**config.mk**
```make
export PLATFORM = sky130hd
export DESIGN_NAME = hazard_ctrl
export DESIGN_NICKNAME = d
export VERILOG_FILES = /design/src/rtl/pipe_pkg.sv /design/src/rtl/hazard_ctrl_sat_counter.sv /design/src/rtl/hazard_ctrl.sv
export SDC_FILE = /design/constraint.sdc
export NUM_CORES = 1
export LEC_CHECK = 0
export CORE_ASPECT_RATIO = 1.1
export CORE_UTILIZATION = 54
export CTS_CLUSTER_DIAMETER = 80
export CTS_CLUSTER_SIZE = 12
export DETAILED_ROUTE_END_ITERATION = 16
export PLACE_DENSITY = 0.92
export SLEW_MARGIN = 10
export SYNTH_ARGS = -nofsm -noshare
export SYNTH_HDL_FRONTEND = slang
export SYNTH_HIERARCHICAL = 1
export SYNTH_SLANG_ARGS = --single-unit
```
**constraint.sdc**
```tcl
create_clock -name clk -period 8.8 [get_ports clk]
set_input_delay 1.32 -clock clk [delete_from_list [all_inputs] [get_ports clk]]
set_output_delay 1.32 -clock clk [all_outputs]
set_load 0.01 [all_outputs]
```
**src/rtl/pipe_pkg.sv**
```systemverilog
// Shared pipeline types: hazard scoreboard record and bubble constants.
package pipe_pkg;

  // Widest register index the scoreboard record can carry; narrower
  // indices are zero-extended into it.
  localparam int REC_RD_W = 8;

  // Canonical bubble contents for a cleared pipeline register.
  localparam logic [31:0]         NOOP_INST = 32'h0000_0013;  // addi x0,x0,0
  localparam logic [REC_RD_W-1:0] ZERO_REG  = '0;

  typedef enum logic [1:0] {
    MEM_NONE  = 2'd0,
    MEM_LOAD  = 2'd1,
    MEM_STORE = 2'd2
  } mem_op_e;

  // One in-flight producer. vld is set only for instructions that write rd.
  typedef struct packed {
    logic                vld;
    logic [REC_RD_W-1:0] rd;
    logic                is_load;
  } hazard_rec_t;

  localparam hazard_rec_t BUBBLE_REC = '{vld: 1'b0, rd: ZERO_REG, is_load: 1'b0};

endpackage

```
**src/rtl/hazard_ctrl_sat_counter.sv**
```systemverilog
// Saturating up-counter with synchronous clear; sticks at all-ones.
module sat_counter #(
  parameter int W = 32
) (
  input  logic         clk,
  input  logic         rst,
  input  logic         inc,
  input  logic         clr,
  output logic [W-1:0] cnt
);

  logic [W-1:0] r_cnt;

  // Count up on inc until all-ones, then hold.
  always_ff @(posedge clk or posedge rst) begin
    if (rst) begin
      r_cnt <= '0;
    end else if (clr) begin
      r_cnt <= '0;
    end else if (inc && (r_cnt != {W{1'b1}})) begin
      r_cnt <= r_cnt + {{(W-1){1'b0}}, 1'b1};
    end
  end

  assign cnt = r_cnt;

endmodule

```
**src/rtl/hazard_ctrl.sv**
```systemverilog
// Hazard and stall controller: scoreboard of post-decode producers,
// RAW stall detection, branch flush, multi-cycle ALU hold, perf counters.
module hazard_ctrl
  import pipe_pkg::*;
#(
  parameter int REG_W    = 5,
  parameter int PIPE_D   = 3,
  parameter int FWD      = 1,
  parameter int LOAD_LAT = 1,
  parameter int CNT_W    = 32
) (
  input  logic             clk,
  input  logic             rst,
  input  logic             id_vld,
  input  logic [REG_W-1:0] id_rs1,
  input  logic [REG_W-1:0] id_rs2,
  input  logic             id_rs1_used,
  input  logic             id_rs2_used,
  input  logic [REG_W-1:0] id_rd,
  input  logic             id_rd_wen,
  input  logic             id_is_load,
  input  logic             ex_take_br,
  input  logic             ex_busy,
  output logic             pc_hold,
  output logic             if_id_en,
  output logic             id_ex_en,
  output logic             ex_mem_en,
  output logic             if_id_clr,
  output logic             id_ex_clr,
  output logic             ex_mem_clr,
  output logic [CNT_W-1:0] stall_cnt,
  output logic [CNT_W-1:0] flush_cnt
);

  // Slot 0 = EX, slot PIPE_D-1 = WB.
  hazard_rec_t r_sb [PIPE_D];

  logic [REC_RD_W-1:0] w_rs1_ext;
  logic [REC_RD_W-1:0] w_rs2_ext;
  logic                w_rs1_chk;
  logic                w_rs2_chk;
  logic [PIPE_D-1:0]   w_slot_haz;
  logic                w_raw_stall;
  hazard_rec_t         w_id_rec;
  logic                w_stall_inc;
  logic                w_flush_inc;

  assign w_rs1_ext = REC_RD_W'(id_rs1);
  assign w_rs2_ext = REC_RD_W'(id_rs2);
  // x0 never creates a dependency.
  assign w_rs1_chk = id_vld && id_rs1_used && (w_rs1_ext != ZERO_REG);
  assign w_rs2_chk = id_vld && id_rs2_used && (w_rs2_ext != ZERO_REG);

  // Per slot: a source matches the producer and its result is not yet
  // reachable. With forwarding only young loads are too late; without it
  // every producer before the write-through WB slot is too late.
  for (genvar k = 0; k < PIPE_D; k++) begin : g_slot
    logic w_match;
    assign w_match = r_sb[k].vld &&
                     ((w_rs1_chk && (r_sb[k].rd == w_rs1_ext)) ||
                      (w_rs2_chk && (r_sb[k].rd == w_rs2_ext)));
    assign w_slot_haz[k] = w_match &&
                           ((FWD != 0) ? (r_sb[k].is_load && (k < LOAD_LAT))
                                       : (k < PIPE_D - 1));
  end

  assign w_raw_stall = |w_slot_haz;

  // Non-writers are recorded as invalid: they can never be a RAW source.
  assign w_id_rec = '{vld:     id_vld && id_rd_wen,
                      rd:      REC_RD_W'(id_rd),
                      is_load: id_is_load};

  // Pipeline register controls, priority busy > taken branch > RAW stall.
  always_comb begin
    pc_hold    = 1'b0;
    if_id_en   = 1'b1;
    id_ex_en   = 1'b1;
    ex_mem_en  = 1'b1;
    if_id_clr  = 1'b0;
    id_ex_clr  = 1'b0;
    ex_mem_clr = 1'b0;
    if (ex_busy) begin
      pc_hold    = 1'b1;
      if_id_en   = 1'b0;
      id_ex_en   = 1'b0;
      ex_mem_clr = 1'b1;
    end else if (ex_take_br) begin
      if_id_clr  = 1'b1;
      id_ex_clr  = 1'b1;
    end else if (w_raw_stall) begin
      pc_hold    = 1'b1;
      if_id_en   = 1'b0;
      id_ex_clr  = 1'b1;
    end
  end

  // Scoreboard tracks the pipeline: EX holds while busy and drops a bubble
  // into MEM; otherwise everything shifts and ID (or a bubble) enters EX.
  always_ff @(posedge clk or posedge rst) begin
    if (rst) begin
      for (int k = 0; k < PIPE_D; k++) r_sb[k] <= BUBBLE_REC;
    end else if (ex_busy) begin
      r_sb[1] <= BUBBLE_REC;
      for (int k = 2; k < PIPE_D; k++) r_sb[k] <= r_sb[k-1];
    end else begin
      r_sb[0] <= id_ex_clr ? BUBBLE_REC : w_id_rec;
      for (int k = 1; k < PIPE_D; k++) r_sb[k] <= r_sb[k-1];
    end
  end

  // A stall only counts when it actually took effect.
  assign w_stall_inc = ex_busy || (w_raw_stall && !ex_take_br);
  assign w_flush_inc = ex_take_br && !ex_busy;

  sat_counter #(.W(CNT_W)) u_stall_cnt (
    .clk (clk),
    .rst (rst),
    .inc (w_stall_inc),
    .clr (1'b0),
    .cnt (stall_cnt)
  );

  sat_counter #(.W(CNT_W)) u_flush_cnt (
    .clk (clk),
    .rst (rst),
    .inc (w_flush_inc),
    .clr (1'b0),
    .cnt (flush_cnt)
  );

endmodule
```
==> flow_metrics.tcl <==
set metrics [dict create \
    rows 32 \
    cts_buffers 9 \
    clk_pin_slew_ps 80 \
    cts_setup_buffers 0 \
    clock_latency_ps 340 \
    initial_core_util_pct 56.2 \
    status "finished, final reports clean" \
    synth_area_leaders "dfrtp_1, a21oi_1, o31ai_1" \
    place_area_mm2 0.00498 \
    ys_seq_elements 71 \
    max-cap-violations 0 \
    portBuffers 93 \
    peakVddDrop_mv 0.0848 \
    ys_warn_count 6 \
    cp_data_arrival_time_ps 3780 \
    yosysSeqAreaShare_pct 44.8 \
    finalPower_mw 0.665 \
    die-area_mm2 0.00769 \
    grt_pass1_wl_um 17100 \
    fin_ws_ps 3700 \
    period_share_pct 58.0 \
    vias_per_cell 6.43 \
    drv_slew 0 \
    grt.total_usage_pct 27.1 \
    drc 0 \
    wire_per_inst_um 16.7 \
    rsz0062_at_grt "no" \
    async_reset_ff_share_pct 100 \
    ant_nets 0 \
    fp.dieH_um 91.8 \
    drt_wl_total_um 10200 \
    fillCellCount 495 \
    place_ws_ps 3730 \
    grt.overflow.total 0 \
    drt-initial-drc-count 282 \
    min_period_ps 5100 \
    timing.fmax_mhz 196 \
    cts_resized 0 \
    p_leak_nw 1.92 \
    worst-endpoint-required_ps 7480 \
    criticalPathCategory "input pin to primary output" \
    synth_ff_type "dfrtp_1" \
    die_w_um 83.7 \
    crit_fanout 10 \
    yosysUniqueCellTypes 41 \
    grt_max_degree 33 \
    syn2layout_area_growth_pct 31.1 \
    dp_hpwl_um 7340 \
    drive_above_1_share_pct 6.07 \
    ios 95 \
    holdBufCountCts 0 \
    design.core.area_mm2 0.00705 \
    slew_headroom_pct 22.1 \
    cts_tree "built" \
    vias 3936 \
    hold_violations 0 \
    root_buffer "clkbuf_8" \
    fin_skew_ps 8.52 \
    dr.pass1.iters 5 \
    antenna_found_initial 0 \
    grt_pass1_vias 3781 \
    nets 548 \
    place_congestion 0.831 \
    synthDominantCellAreaShare_pct 44.8 \
    clockBufferDepth 2 \
    critPathLaunchType "input pin" \
    synth_cells 420 \
    fin_tns_setup_ps 0 \
    tightest_slew_ps 1150 \
    finalSetupViolations 0 \
    cts_num_sinks 71 \
    synth_edf_count 0 \
    final_area_mm2 0.00519 \
    cp-end-kind "primary output" \
    syn_avg_cell_area_um2 9.43 \
    hp-class "flop to flop" \
    synth_top_area_cell "dfrtp_1" \
    synth_area_mm2 0.00396 \
    cts_max_level 3 \
    n_antenna_cell 0 \
    power_density_mw_per_mm2 128 \
]
==> layout make-up <==
type | instances | area, um^2 | area share, %
Timing Repair Buffer | 97 | 961 | 18.5
Tap cell | 85 | 106 | 2.05
Inverter | 19 | 71.3 | 1.37
Multi-Input combinational cell | 324 | 2070 | 39.8
Clock inverter | 6 | 85.1 | 1.64
Clock buffer | 10 | 128 | 2.46
Sequential cell | 71 | 1780 | 34.2
==> path summary, 6_finish.rpt <==
path | from | slack, ps | endpoint | cells after the start
worst max-delay path | id_rs2[1] | 3700 | pc_hold | 7
worst min-delay path | r_sb[20]$_DFFE_PP0N_ | 530 | r_sb[20]$_DFFE_PP0N_ | 1
worst max register to register | r_sb[22]$_DFFE_PP0N_ | 5270 | u_stall_cnt/cnt[27]$_DFFE_PP0P_ | 11
worst min register to register | r_sb[20]$_DFFE_PP0N_ | 530 | r_sb[20]$_DFFE_PP0N_ | 1
max in group asynchronous | rst | 7070 | u_stall_cnt/cnt[7]$_DFFE_PP0P_ | 3
min in group asynchronous | rst | 1260 | r_sb[29]$_DFFE_PP0N_ | 2
==> critical path, cell delays in order <==
cell,delay (ps)
clkdlybuf4s50_1,500
xnor2_1,140
nand4_1,130
a2111oi_2,320
a31oi_4,200
o21ai_0,520
clkdlybuf4s50_1,650
==> through the flow <==
| step | std cells | hold WS [ps] | util [%] |
|---|---|---|---|
| 6_report | 612 | 535 | 73.7 |
| 5_1_grt | 612 | 571 | 73.7 |
| 4_1_cts | 612 | 529 | 73.7 |
| 3_5_place_dp | 596 | 511 | 70.7 |
| 3_3_place_gp | 596 | 516 | 70.7 |
| 2_1_floorplan | 429 | 485 | - |
==> cells in the mapped netlist (4+ instances only) <==
cell,number
a21oi_1,55
a32o_1,6
and3_1,6
and4_1,9
clkbuf_1,9
dfrtp_1,71
inv_1,19
nand2_1,24
nand3_1,20
nand4_1,15
nor2_1,16
nor4_1,6
o21ai_0,25
o31ai_1,30
o41ai_1,4
or3_1,24
or4_1,28
xnor2_1,10
xor2_1,4
==> power breakdown <==
| part | total (mW) | switching [mW] | internal (mW) |
|---|---|---|---|
| clock | 0.282 | 0.123 | 0.159 |
| sequential | 0.335 | 0.00530 | 0.330 |
| combinational | 0.0482 | 0.0253 | 0.0229 |
==> per-layer routing <==
metal / vias up / wire length, um / global-route usage [%]
met5: - / 0 / 0
li1: 1835 / - / -
met2: 145 / 5240 / 47.2
met3: 18 / 496 / 4.86
met1: 1938 / 4320 / 33.6
met4: 0 / 147 / 10.2
==> sequential cells by signal, indices dropped and copies added, names as in the netlist <==
register / count
u_flush_cnt/cnt: 32
r_sb: 7
u_stall_cnt/cnt: 32
==> cells by family after synthesis <==
group,share of synthesized area (%)
mux,0.505
buf+inv,3.85
simple gates,24.0
xor+xnor,3.09
other cells,0.190
flops,44.8
compound gates,22.9
fa+ha+maj,0.631
==> placed cells by master, fill, tap and decap left out, types with 4 or more instances in the layout <==
master,instances
nor4_1,6
inv_1,19
a21oi_1,55
or3_1,24
nand3_1,20
o41ai_1,4
and3_1,6
a32o_1,6
clkdlybuf4s50_1,93
clkbuf_8,9
xnor2_1,10
and4_1,9
or4_1,28
nand4_1,15
dfrtp_1,71
nand2_1,24
conb_1,11
o31ai_1,30
xor2_1,4
o21ai_0,25
nor2_1,16
buf_4,4
Note: power is estimated with default switching activity, not from simulation.
